**config.mk**
```make
export PLATFORM = sky130hd
export DESIGN_NAME = branch_target_calculator
export DESIGN_NICKNAME = d
export VERILOG_FILES = /design/src/rtl/branch_target_pkg.sv /design/src/rtl/branch_target_calculator_sign_extender.sv /design/src/rtl/branch_target_calculator.sv
export SDC_FILE = /design/constraint.sdc
export NUM_CORES = 1
export LEC_CHECK = 0
export CORE_UTILIZATION = 45
export DETAILED_ROUTE_END_ITERATION = 10
export MAX_ROUTING_LAYER = met4
export PLACE_DENSITY = 0.73
export SLEW_MARGIN = 40
export SYNTH_ARGS = -nofsm -noshare
export SYNTH_HDL_FRONTEND = slang
export SYNTH_SLANG_ARGS = --single-unit
```
**constraint.sdc**
```tcl
create_clock -name clk -period 1.4 [get_ports clk]
set_input_delay 0.28 -clock clk [delete_from_list [all_inputs] [get_ports clk]]
set_output_delay 0.28 -clock clk [all_outputs]
set_load 0.05 [all_outputs]
```
**src/rtl/branch_target_pkg.sv**
```systemverilog
// Default widths and the page-index helper for the branch target calculator.
// Optional build macro BTC_PC_PLUS4_EN lives in branch_target_calculator.sv.
package branch_target_pkg;

  localparam int PC_WIDTH  = 32;
  localparam int IMM_WIDTH = 16;
  localparam int BT_WIDTH  = 8;
  localparam int SHIFT     = 2;

  // Page number of an address, zero-extended to 64 bits.
  function automatic logic [63:0] page_index(
    input logic [63:0] addr,
    input int unsigned lsb
  );
    return addr >> lsb;
  endfunction

endpackage

```
**src/rtl/branch_target_calculator_sign_extender.sv**
```systemverilog
// Combinational sign extension from IN_WIDTH to OUT_WIDTH bits.
// Requires OUT_WIDTH > IN_WIDTH.
module sign_extender #(
  parameter int IN_WIDTH  = 16,
  parameter int OUT_WIDTH = 32
) (
  input  logic [IN_WIDTH-1:0]  value,
  output logic [OUT_WIDTH-1:0] extended
);

  assign extended = {{(OUT_WIDTH-IN_WIDTH){value[IN_WIDTH-1]}}, value};

endmodule

```
**src/rtl/branch_target_calculator.sv**
```systemverilog
// Registered PC-relative branch target: word index BT plus page-crossing flag.
// Define BTC_PC_PLUS4_EN to use PC + (1 << SHIFT) as the branch base.
module branch_target_calculator #(
  parameter int PC_WIDTH  = branch_target_pkg::PC_WIDTH,
  parameter int IMM_WIDTH = branch_target_pkg::IMM_WIDTH,
  parameter int BT_WIDTH  = branch_target_pkg::BT_WIDTH,
  parameter int SHIFT     = branch_target_pkg::SHIFT
) (
  input  logic                 clk,
  input  logic                 reset,
  input  logic                 in_valid,
  input  logic [IMM_WIDTH-1:0] immediate,
  input  logic [PC_WIDTH-1:0]  program_counter,
  output logic [BT_WIDTH-1:0]  BT,
  output logic                 out_valid,
  output logic                 out_of_range
);

  import branch_target_pkg::*;

  localparam int unsigned PAGE_LSB = BT_WIDTH + SHIFT;

  logic [PC_WIDTH-1:0] sext;
  logic [PC_WIDTH-1:0] off;
  logic [PC_WIDTH-1:0] base;
  logic [PC_WIDTH-1:0] target;
  logic [BT_WIDTH-1:0] bt_next;
  logic                oor_next;

  sign_extender #(
    .IN_WIDTH (IMM_WIDTH),
    .OUT_WIDTH(PC_WIDTH)
  ) u_sext (
    .value   (immediate),
    .extended(sext)
  );

  assign off = sext << SHIFT;

`ifdef BTC_PC_PLUS4_EN
  assign base = program_counter + PC_WIDTH'(1 << SHIFT);
`else
  assign base = program_counter;
`endif

  // Wrap-around of the sum is intentional and silent.
  assign target  = base + off;
  assign bt_next = target[PAGE_LSB-1:SHIFT];

  assign oor_next =
    page_index(64'(target), PAGE_LSB) !=
    page_index(64'(base), PAGE_LSB);

  always_ff @(posedge clk or posedge reset) begin
    if (reset) begin
      BT           <= '0;
      out_valid    <= 1'b0;
      out_of_range <= 1'b0;
    end else begin
      out_valid <= in_valid;
      if (in_valid) begin
        BT           <= bt_next;
        out_of_range <= oor_next;
      end
    end
  end

endmodule

```
==> results.toml, run 1 <==
[sta]
worstEndpointType = "register data pin"
postGrtWorstEndpoint = "out_of_range$_DFFE_PP0P_/D"

[synthesis]
synthesis.nets = 414
synth_async_sr_flop_share_pct = 100.0
synthTopCellsByArea = "ha_1 15%, dfrtp_1 10%, a21oi_1 6.2%"
synth_top_area_share_pct = 14.57
syn_area_um2 = 2491
yosys.cell_types.count = 61
synth_edf_count = 0
synth_seq_cells = 10
synth_cells = 333
seq_area_frac_synth_pct = 10.05
yosysTopAreaCell = "ha_1"
ys_warn_count = 0
ys.flop_type = "dfrtp_1"
synth_area_per_cell_um2 = 7.481

[place]
dp.cells = 585
dpl.hpwl_um = 8139
place_congestion = 0.9203
port_buffers = 57
dpl_cell_area_um2 = 4300

[floorplan]
die_w_um = 76.41
die_height_um = 76.41
io_pins = 61
row_count = 26
start_util_pct = 47.86

[outcome]
tool.error = "[ERROR DPL-0038] Utilization greater than 100%, impossible to legalize"
failing_step = "global routing (5_1_grt)"
status = "stopped before the end"

[clock_tree]
root_buffer = "clkbuf_8"
cts_buffer_depth = 2
cts_max_level = 1
cts_buffers = 3
cts_sinks = 10

[grt]
grt_max_degree = 13
timing repair:
item / CTS
resized for setup: 124
endpoints found under the setup margin: 8
hold buffers: 0
pin swaps: 18
setup buffers: 9
cells by family after synthesis:
kind of cell / Yosys count / share of synthesized area [%]
adders and majority gates: 30 / 15.37
DFF: 10 / 10.05
muxes: 11 / 4.772
and+or+nand+nor: 116 / 23.66
buffers and inverters: 16 / 3.114
xor gates and xnor gates: 27 / 9.493
AOI/OAI and AO/OA: 123 / 33.55
per-stage QoR:
step	worst slack, ns	utilization (%)
4_1_cts	-1.668	91.32
3_5_place_dp	-2.230	82.62
3_3_place_gp	-2.155	82.62
2_1_floorplan	-1.445	-
Yosys cell counts (2+ instances only):
master,number
mux2i_1,4
buf_2,8
inv_1,5
o21a_1,11
a21boi_0,4
xnor2_1,15
nor2_1,21
nor4b_1,2
o22ai_1,4
nor3b_1,2
a221oi_1,2
mux2_2,7
a21oi_1,31
o211ai_1,2
nor2b_1,6
xor2_1,12
nand4_1,10
a2bb2oi_1,2
and3_1,5
and4_1,3
nand2_1,38
a211oi_1,6
nand3_1,3
o21ba_2,2
a21o_1,8
dfrtp_1,10
clkbuf_1,2
a31oi_1,5
or4_1,2
o21ai_0,22
nor3_1,9
nor4_1,2
ha_1,29
o31ai_1,4
nand2b_1,8
a2111oi_0,2
==> run 2, diff against run 1 <==
--- a/config.mk
+++ b/config.mk
@@ -5,10 +5,9 @@
 export SDC_FILE = /design/constraint.sdc
 export NUM_CORES = 1
 export LEC_CHECK = 0
-export CORE_UTILIZATION = 45
+export CORE_UTILIZATION = 30
 export DETAILED_ROUTE_END_ITERATION = 10
-export MAX_ROUTING_LAYER = met4
-export PLACE_DENSITY = 0.73
+export PLACE_DENSITY_LB_ADDON = 0.15
 export SLEW_MARGIN = 40
 export SYNTH_ARGS = -nofsm -noshare
 export SYNTH_HDL_FRONTEND = slang
==> run 2 against run 1 <==
Effect of this change: the flow now finishes, with violations (negative setup slack); synthesized cell count unchanged; area after synthesis unchanged.
==> results.toml, run 2 <==
[sta]
worst_slew_pin_slew_ns = 0.7238
fmax_mhz = 329.0
relSlewSlack_pct = 51.12
drv_slew = 0
setup_viol = 5
whs_ns = 0.3193
finClkSkew_ns = 0
layout_setup_ws_ns = -1.640
rsz0062_at_grt = "true"
hold_viol_final = 0
fin_crit_ns = 3.040
fin_crit_sh_pct = 217.1

[synthesis]
yosysTopAreaCell = "ha_1"
ys_warn_count = 0
synth_edf_count = 0
yosys.cell_types.count = 61
synth_area_per_cell_um2 = 7.481
yosysMostFrequentCell = "nand2_1"
ys.flop_type = "dfrtp_1"
synthesis.nets = 414
synth_seq_cells = 10
seq_area_frac_synth_pct = 10.05
synthTopCellsByArea = "ha_1 15%, dfrtp_1 10%, a21oi_1 6.2%"
synth_async_sr_flop_share_pct = 100.0
syn_area_um2 = 2491
synth_top_area_share_pct = 14.57
synth_cells = 333
synth_commonest_cells = "38 x nand2_1, 31 x a21oi_1, 29 x ha_1"

[floorplan]
die-area_um2 = 8672
start_util_pct = 31.58
die_w_um = 93.13
die_height_um = 93.13
row_count = 32
core-area_um2 = 7888
io_pins = 61

[layout]
nFillCells = 656
stdcell_count = 640
reg.largest.list = "BT (8), out_of_range (1), out_valid (1)"
final_cell_mix = "147 x buf_4, 35 x nand2_1, 22 x ha_4, 22 x clkdlybuf4s50_1, 20 x nor2_1"
regMostFlops = "BT"
drive_gt1_share_pct = 51.12
nets = 620
diodes = 0
multi_input_area_um2 = 2836
area_growth_pct = 107.8
largest_reg_flops = 8
regArea_um2 = 250.2
final_util_pct = 65.63
final_common_cell = "buf_4"

[grt]
grt_usage_pct = 22.72
grt_pass1_vias = 3364
grt_pass1_wl_um = 15810
antenna_found_initial = 0
grt_max_degree = 13
grt_overflow_total = 0

[clock_tree]
cts_sinks = 10
cts_tree = "done"
cts_max_level = 1
clkLatencyLatePin_ns = 0.23
root_buffer = "clkbuf_8"
clk_pin_slew_ns = 0.05
cts_buffers = 3
ctsHoldBuffers = 0
cts_buffer_depth = 2

[setup_path]
reg2reg_depth = 2
cp_num_buf_inv = 3
crit_family = "simple AND/OR/NAND/NOR gates"
critPathLaunchType = "primary input"
required_ns = 1.50
arrival_ns = 3.14
crit_slowest_cell = "clkdlybuf4s50_1"
critical_path_class = "in -> reg"
cp_cell_sequence = "clkdlybuf4s50_1 -> ha_4 -> buf_4 -> nand2_2 -> buf_4 -> o41ai_1 -> nand2b_4 -> o2111ai_1 -> a311o_1 -> or4_1 -> or4_4 -> nor4_2 -> a31oi_1"
cp_max_fo = 6
cp_common_cell = "buf_4"
ff2ff_setup_slack_ns = 0.51
r2r-end = "BT[4]$_DFFE_PP0P_"
r2r-start = "BT[4]$_DFFE_PP0P_"
slowest_delay_ns = 0.51
end_kind = "flip-flop"

[detailed_routing]
drtIter0Drc = 136
wl_um = 10010
first_pass_iters = 5
drc = 0
wl_per_cell_um = 15.64
vias_per_cell = 5.283
num_vias = 3381
antenna_left = 0

[place]
place_congestion = 0.8966
dp.cells = 627
dp_slack_ns = -2.208
dpl.hpwl_um = 7822
port_buffers = 57

[outcome]
failed_checks = "negative setup slack"
status = "finished, violations left"

[pwr]
power_frac_seq_pct = 11.3
vdd_drop_max_v = 0.0003634
internal_power_mw = 2.100
p_per_area_nw_per_um2 = 683.1
clkPwrFrac_pct = 10.0
pwr-share-comb_pct = 78.7
p_switching_mw = 1.436
static-leakage-power_nw = 2.285
switching_share_pct = 40.62

[min_path]
hp-class = "in -> async"

[run]
maxCapViolCount = 0
-- run 2: cell counts after synthesis --
Identical to the previous run, type by type.
-- run 2: timing repair --
action                     4_1_cts  5_1_grt
setup endpoints to repair        8        5
gates resized for setup         97       75
buffers inserted                 5        3
pin swaps                       12       18
cloned                           1        0
-- run 2: cell families (layout without fill, tap and decap cells) --
logic type / Yosys count / after routing / share of synthesized area, %
AO/OA/AOI/OAI: 123 / 123 / 33.55
XOR/XNOR: 27 / 27 / 9.493
adder cells (fa/ha/maj): 30 / 30 / 15.37
buffers and inverters: 16 / 221 / 3.114
flip-flops: 10 / 10 / 10.05
multiplexers: 11 / 11 / 4.772
AND/OR/NAND/NOR: 116 / 116 / 23.66
-- run 2: worst reg2reg max path, cell delays in order (launching register included) --
cell and delay [ns]:
dfrtp_1 0.41, nor2b_1 0.16, a31o_4 0.20
-- run 2: layout make-up --
type                            count  area share [%]
Clock buffer                        4           1.064
Inverter                            5          0.3626
Multi-Input combinational cell    307           54.80
Sequential cell                    10           4.834
Tap cell                          102           2.466
Timing Repair Buffer              212           36.48
-- run 2: worst max-delay path by stage --
stage | from | end | slack, ns | cells after the start
2_1_floorplan | immediate[14] | out_of_range$_DFFE_PP0P_ | -1.45 | 11
3_3_place_gp | immediate[15] | out_of_range$_DFFE_PP0P_ | -2.20 | 12
6_report | immediate[12] | out_of_range$_DFFE_PP0P_ | -1.64 | 13
4_1_cts | immediate[9] | out_of_range$_DFFE_PP0P_ | -1.71 | 11
3_5_place_dp | immediate[15] | out_of_range$_DFFE_PP0P_ | -2.21 | 13
5_1_grt | program_counter[9] | out_of_range$_DFFE_PP0P_ | -1.72 | 12
-- run 2: power groups by stage --
stage | Sequential, mW | Clock, mW | Combinational (mW)
6_report | 0.401 | 0.352 | 2.78
5_1_grt | 0.407 | 0.380 | 2.97
4_1_cts | 0.400 | 0.363 | 2.55
3_5_place_dp | 0.405 | 0 | 2.34
3_3_place_gp | 0.402 | 0 | 2.33
2_1_floorplan | 0.554 | 0 | 0.972
-- run 2: per-layer routing --
| layer | up-vias | GRT usage [%] | share of wire (%) |
|---|---|---|---|
| li1 | 1679 | - | - |
| met1 | 1590 | 29.94 | 45 |
| met3 | 11 | 0.8130 | 4.3 |
| met4 | 0 | 3.333 | 1.3 |
| met2 | 101 | 41.73 | 50 |
| met5 | - | 0 | 0 |
-- run 2: per-stage QoR --
| step | TNS, ns | power (mW) | instance area, um^2 |
|---|---|---|---|
| 2_1_floorplan | -1.817 | 1.526 | 2580 |
| 3_3_place_gp | -6.746 | 2.727 | 4428 |
| 3_5_place_dp | -6.907 | 2.746 | 4428 |
| 4_1_cts | -2.549 | 3.317 | 4825 |
| 5_1_grt | -2.901 | 3.757 | 5176 |
| 6_report | -2.668 | 3.536 | 5176 |
No activity file was read; power rests on OpenSTA's default activity.
==> run 3, diff against run 2 <==
--- a/config.mk
+++ b/config.mk
@@ -7,6 +7,7 @@
 export LEC_CHECK = 0
 export CORE_UTILIZATION = 30
 export DETAILED_ROUTE_END_ITERATION = 10
+export GPL_ROUTABILITY_DRIVEN = 0
 export PLACE_DENSITY_LB_ADDON = 0.15
 export SLEW_MARGIN = 40
 export SYNTH_ARGS = -nofsm -noshare
==> run 3 against run 2 <==
Effect of this change: the flow still finishes with violations (negative setup slack); clock skew did not move; register-to-register slack barely moved; die area did not move; hold slack improved by 0.0035 ns; worst setup slack improved by 0.012 ns; cell count fell by 1.4%; core utilization fell by 0.76 points; sequential power barely moved; critical path depth fell by 2; critical path type unchanged.
==> results.toml, run 3 (synthesis results as in run 2) <==
[outcome]
status = "finished, violations left"
failed_checks = "negative setup slack"

[sta]
fin_crit_ns = 3.028
rsz0062_at_grt = "true"
setup_viol = 5
hold_viol_final = 0
fmax_mhz = 330.3
worst_slew_pin_slew_ns = 0.5339
finClkSkew_ns = 0
whs_ns = 0.3228
drv_slew = 0
fin_crit_sh_pct = 216.3
layout_setup_ws_ns = -1.628
relSlewSlack_pct = 63.91
tns_ns = -2.756

[setup_path]
cp_cell_sequence = "clkdlybuf4s50_1 -> ha_4 -> and4_4 -> o21a_1 -> nor3_1 -> a211oi_2 -> nand4_1 -> or4_1 -> or4_4 -> nor4_2 -> a31oi_1"
critPathLaunchType = "primary input"
cp_max_fo = 6
reg2reg_depth = 2
critical_path_class = "in -> reg"
arrival_ns = 3.13
crit_slowest_cell = "or4_1"
slowest_delay_ns = 0.53
ff2ff_setup_slack_ns = 0.50
end_kind = "flip-flop"
required_ns = 1.50

[place]
dpl_cell_area_um2 = 4330
dp_slack_ns = -2.196
dp.cells = 614
port_buffers = 57
dpl.hpwl_um = 7334

[pwr]
static-leakage-power_nw = 2.299
power_mw = 3.474
vdd_drop_max_v = 0.0003249
p_per_area_nw_per_um2 = 679.0

[layout]
stdcell_count = 631
diodes = 0
largest_reg_flops = 8
fin_area_um2 = 5116
nFillCells = 641
final_util_pct = 64.86
regMostFlops = "BT"
drive_gt1_share_pct = 50.85
nets = 611
regArea_um2 = 250.2
multi_input_area_um2 = 2814
final_common_cell = "buf_4"
reg.largest.list = "BT (8), out_of_range (1), out_valid (1)"
area_growth_pct = 105.4
final_cell_mix = "137 x buf_4, 34 x nand2_1, 23 x ha_4, 20 x nor2_1"

[floorplan]
io_pins = 61
start_util_pct = 31.58
row_count = 32
core-area_um2 = 7888
die_height_um = 93.13
die_w_um = 93.13
die-area_um2 = 8672

[detailed_routing]
num_vias = 3399
wl_met2_um = 4910
dr_wl_met3_um = 500
drc = 0
dr.max_layer_used = "met4"
drtIter0Drc = 155
m1WireLength_um = 4308
wl_per_cell_um = 15.58
antenna_left = 0
wl_um = 9829
vias_per_cell = 5.387
first_pass_iters = 5

[min_path]
hp-class = "in -> async"

[clock_tree]
cts_max_level = 1
ctsHoldBuffers = 0
cts_tree = "done"
root_buffer = "clkbuf_8"
cts_buffer_depth = 2
cts_buffers = 3
clkLatencyLatePin_ns = 0.23
clk_pin_slew_ns = 0.05
cts_sinks = 10

[grt]
grt_pass1_vias = 3217
grt_usage_pct = 21.01
grt_pass1_wl_um = 14960
antenna_found_initial = 0
grt_max_degree = 13
grt_overflow_total = 0

[run]
maxCapViolCount = 0
run 3: report_power, final:
part / internal (mW) / switching, mW / leakage (nW)
Sequential: 0.342 / 0.0609 / 0.114
Clock: 0.246 / 0.102 / 0.0288
Combinational: 1.47 / 1.25 / 2.16
Total: 2.06 / 1.41 / 2.30
run 3: path summary, 6_finish.rpt:
| check | startpoint | endpoint |
|---|---|---|
| setup / recovery | immediate[13] | out_of_range$_DFFE_PP0P_ |
| hold / removal | reset | BT[2]$_DFFE_PP0P_ |
| setup reg to reg | BT[4]$_DFFE_PP0P_ | BT[4]$_DFFE_PP0P_ |
| hold reg to reg | BT[2]$_DFFE_PP0P_ | BT[2]$_DFFE_PP0P_ |
| max in group asynchronous | reset | BT[0]$_DFFE_PP0P_ |
| min in group clk | program_counter[2] | BT[0]$_DFFE_PP0P_ |
run 3: repair_timing:
action / 4_1_cts / 5_1_grt
cloned: 1 / 0
pin swaps: 8 / 37
buffers inserted: 7 / 7
setup endpoints to repair: 8 / 6
resized for setup: 86 / 91
run 3: critical path, delay by kind of cell:
| kind | cells | cell delay [ns] |
|---|---|---|
| and+or+nand+nor | 6 | 1.57 |
| buffers and inverters | 1 | 0.46 |
| AOI/OAI and AO/OA | 3 | 0.49 |
| adders and majority gates | 1 | 0.33 |
run 3: per-layer routing:
| metal | vias up | global-route usage [%] |
|---|---|---|
| met5 | - | 0 |
| met4 | 0 | 3.205 |
| met3 | 11 | 1.789 |
| met2 | 120 | 37.01 |
| met1 | 1602 | 28.27 |
| li1 | 1666 | - |
run 3: layout make-up:
type | count | share of cell area (%)
clock buffer | 4 | 1.076
inverter | 5 | 0.3668
multi-input combinational | 307 | 55.00
sequential | 10 | 4.891
tap | 102 | 2.494
timing repair buffer | 203 | 36.17
==> run 4, diff against run 3 <==
--- a/config.mk
+++ b/config.mk
@@ -5,6 +5,7 @@
 export SDC_FILE = /design/constraint.sdc
 export NUM_CORES = 1
 export LEC_CHECK = 0
+export CORE_MARGIN = 5
 export CORE_UTILIZATION = 30
 export DETAILED_ROUTE_END_ITERATION = 10
 export GPL_ROUTABILITY_DRIVEN = 0
==> run 4 against run 3 <==
Effect of this change: the flow still finishes with violations (negative setup slack); hold slack gained 0.0051 ns; cell count is 1.3% higher; flip-flop and latch count is the same; critical path depth is the same; fmax decreased by 2.0%; clock power up 3%; register-to-register slack better by 0.03 ns; wire length decreased by 1.9%; clock skew is the same; critical endpoint unchanged; largest power group unchanged.
==> results.toml, run 4 (synthesis results as in run 2) <==
[outcome]
status = "finished, violations left"
failed_checks = "negative setup slack"

[setup_path]
cp_cell_sequence = "clkdlybuf4s50_1 -> ha_4 -> a211o_1 -> a21oi_4 -> a2bb2oi_2 -> o2111ai_2 -> a311o_1 -> or4_1 -> or4_4 -> nor4_2 -> a31oi_1"
arrival_ns = 3.20
reg2reg_depth = 2
slowest_delay_ns = 0.51
r2r-end = "BT[4]$_DFFE_PP0P_"
critical_path_class = "in -> reg"
ff2ff_setup_slack_ns = 0.53
r2r-start = "BT[4]$_DFFE_PP0P_"
end_kind = "flip-flop"
cp_max_fo = 6
crit_slowest_cell = "clkdlybuf4s50_1"
cp_num_buf_inv = 1
crit_family = "compound AO/OA/AOI/OAI gates"
critPathLaunchType = "primary input"
required_ns = 1.51

[sta]
relSlewSlack_pct = 70.80
hold_viol_final = 0
drv_slew = 0
fmax_mhz = 323.7
worst_slew_pin_slew_ns = 0.4269
fin_crit_ns = 3.089
tns_ns = -2.736
setup_viol = 5
finClkSkew_ns = 0
rsz0062_at_grt = "true"
layout_setup_ws_ns = -1.689
fin_crit_sh_pct = 220.6

[layout]
stdcell_count = 639
fin_area_um2 = 5051
nets = 616
area_growth_pct = 102.8
drive_gt1_share_pct = 50.37
regArea_um2 = 250.2
multi_input_area_um2 = 2738
largest_reg_flops = 8
nFillCells = 687
diodes = 0
regMostFlops = "BT"
final_common_cell = "buf_4"
reg.largest.list = "BT (8), out_of_range (1), out_valid (1)"
final_cell_mix = "141 x buf_4, 34 x nand2_1, 32 x clkdlybuf4s50_1, 20 x nor2_1, 19 x a21oi_1"

[clock_tree]
cts_max_level = 1
clk_pin_slew_ns = 0.05
cts_buffer_depth = 2
cts_buffers = 3
cts_tree = "done"
root_buffer = "clkbuf_8"
cts_sinks = 10
clkLatencyLatePin_ns = 0.23
ctsHoldBuffers = 0

[floorplan]
die_w_um = 101.1
start_util_pct = 30.63
die-area_um2 = 10230
core-area_um2 = 8134
die_height_um = 101.1
io_pins = 61
row_count = 33

[grt]
grt_overflow_total = 0
grt_usage_pct = 18.89
grt_max_degree = 13
antenna_found_initial = 0
grt_pass1_vias = 3384
grt_pass1_wl_um = 15900

[place]
dpl_cell_area_um2 = 4394
dp.cells = 625
port_buffers = 57
dpl.hpwl_um = 7701

[detailed_routing]
drc = 0
num_vias = 3297
vias_per_cell = 5.160
first_pass_iters = 4
wl_um = 9644
wl_per_cell_um = 15.09
drtIter0Drc = 141
antenna_left = 0

[pwr]
vdd_drop_max_v = 0.0003360
p_per_area_nw_per_um2 = 684.8
static-leakage-power_nw = 2.189

[min_path]
hp-class = "in -> async"

[run]
maxCapViolCount = 0
-- run 4: routing by layer --
layer / vias to the layer above / share of wire, % / track usage [%] / routed length (um)
li1: 1675 / - / - / -
met1: 1538 / 45 / 25.61 / 4361
met2: 74 / 49 / 33.30 / 4733
met3: 10 / 4.7 / 1.107 / 452
met4: 0 / 1.0 / 3.374 / 97
met5: - / 0 / 0 / 0
-- run 4: final cells by class --
| class | count | area share (%) |
|---|---|---|
| clock buffer | 4 | 1.090 |
| sequential | 10 | 4.954 |
| tap | 105 | 2.601 |
| multi-input combinational | 307 | 54.20 |
| timing repair buffer | 208 | 36.74 |
| inverter | 5 | 0.4211 |
-- run 4: worst max path at each step --
stage / from / to / cells past startpoint
after floorplan: immediate[14] / out_of_range$_DFFE_PP0P_ / 11
after global placement: immediate[15] / out_of_range$_DFFE_PP0P_ / 12
after detailed placement: immediate[15] / out_of_range$_DFFE_PP0P_ / 12
after CTS: program_counter[16] / out_of_range$_DFFE_PP0P_ / 11
after global routing: immediate[15] / out_of_range$_DFFE_PP0P_ / 12
final: immediate[14] / out_of_range$_DFFE_PP0P_ / 11
-- run 4: report_power, final --
group | leakage [nW] | internal (mW) | switching, mW
clock network | 0.0288 | 0.247 | 0.110
registers | 0.114 | 0.342 | 0.0616
logic | 2.05 | 1.47 | 1.23
total | 2.19 | 2.06 | 1.40
-- run 4: repair_timing --
item | in CTS | in global routing
pin swaps | 9 | 19
setup buffers | 7 | 5
gates resized for setup | 120 | 38
cloned | 1 | 0
endpoints found under the hold margin | 0 | 0
setup endpoints to repair | 8 | 6
-- run 4: through the flow --
stage | utilization, % | power, mW | worst slack [ns] | hold slack, ns
floorplan | - | 1.526 | -1.445 | 0.1202
detailed placement | 54.02 | 2.710 | -2.168 | 0.5693
global route | 62.10 | 3.683 | -1.784 | 0.3546
CTS | 60.21 | 3.339 | -1.671 | 0.3333
global placement | 54.02 | 2.690 | -2.167 | 0.5570
finish | 62.10 | 3.459 | -1.689 | 0.3279
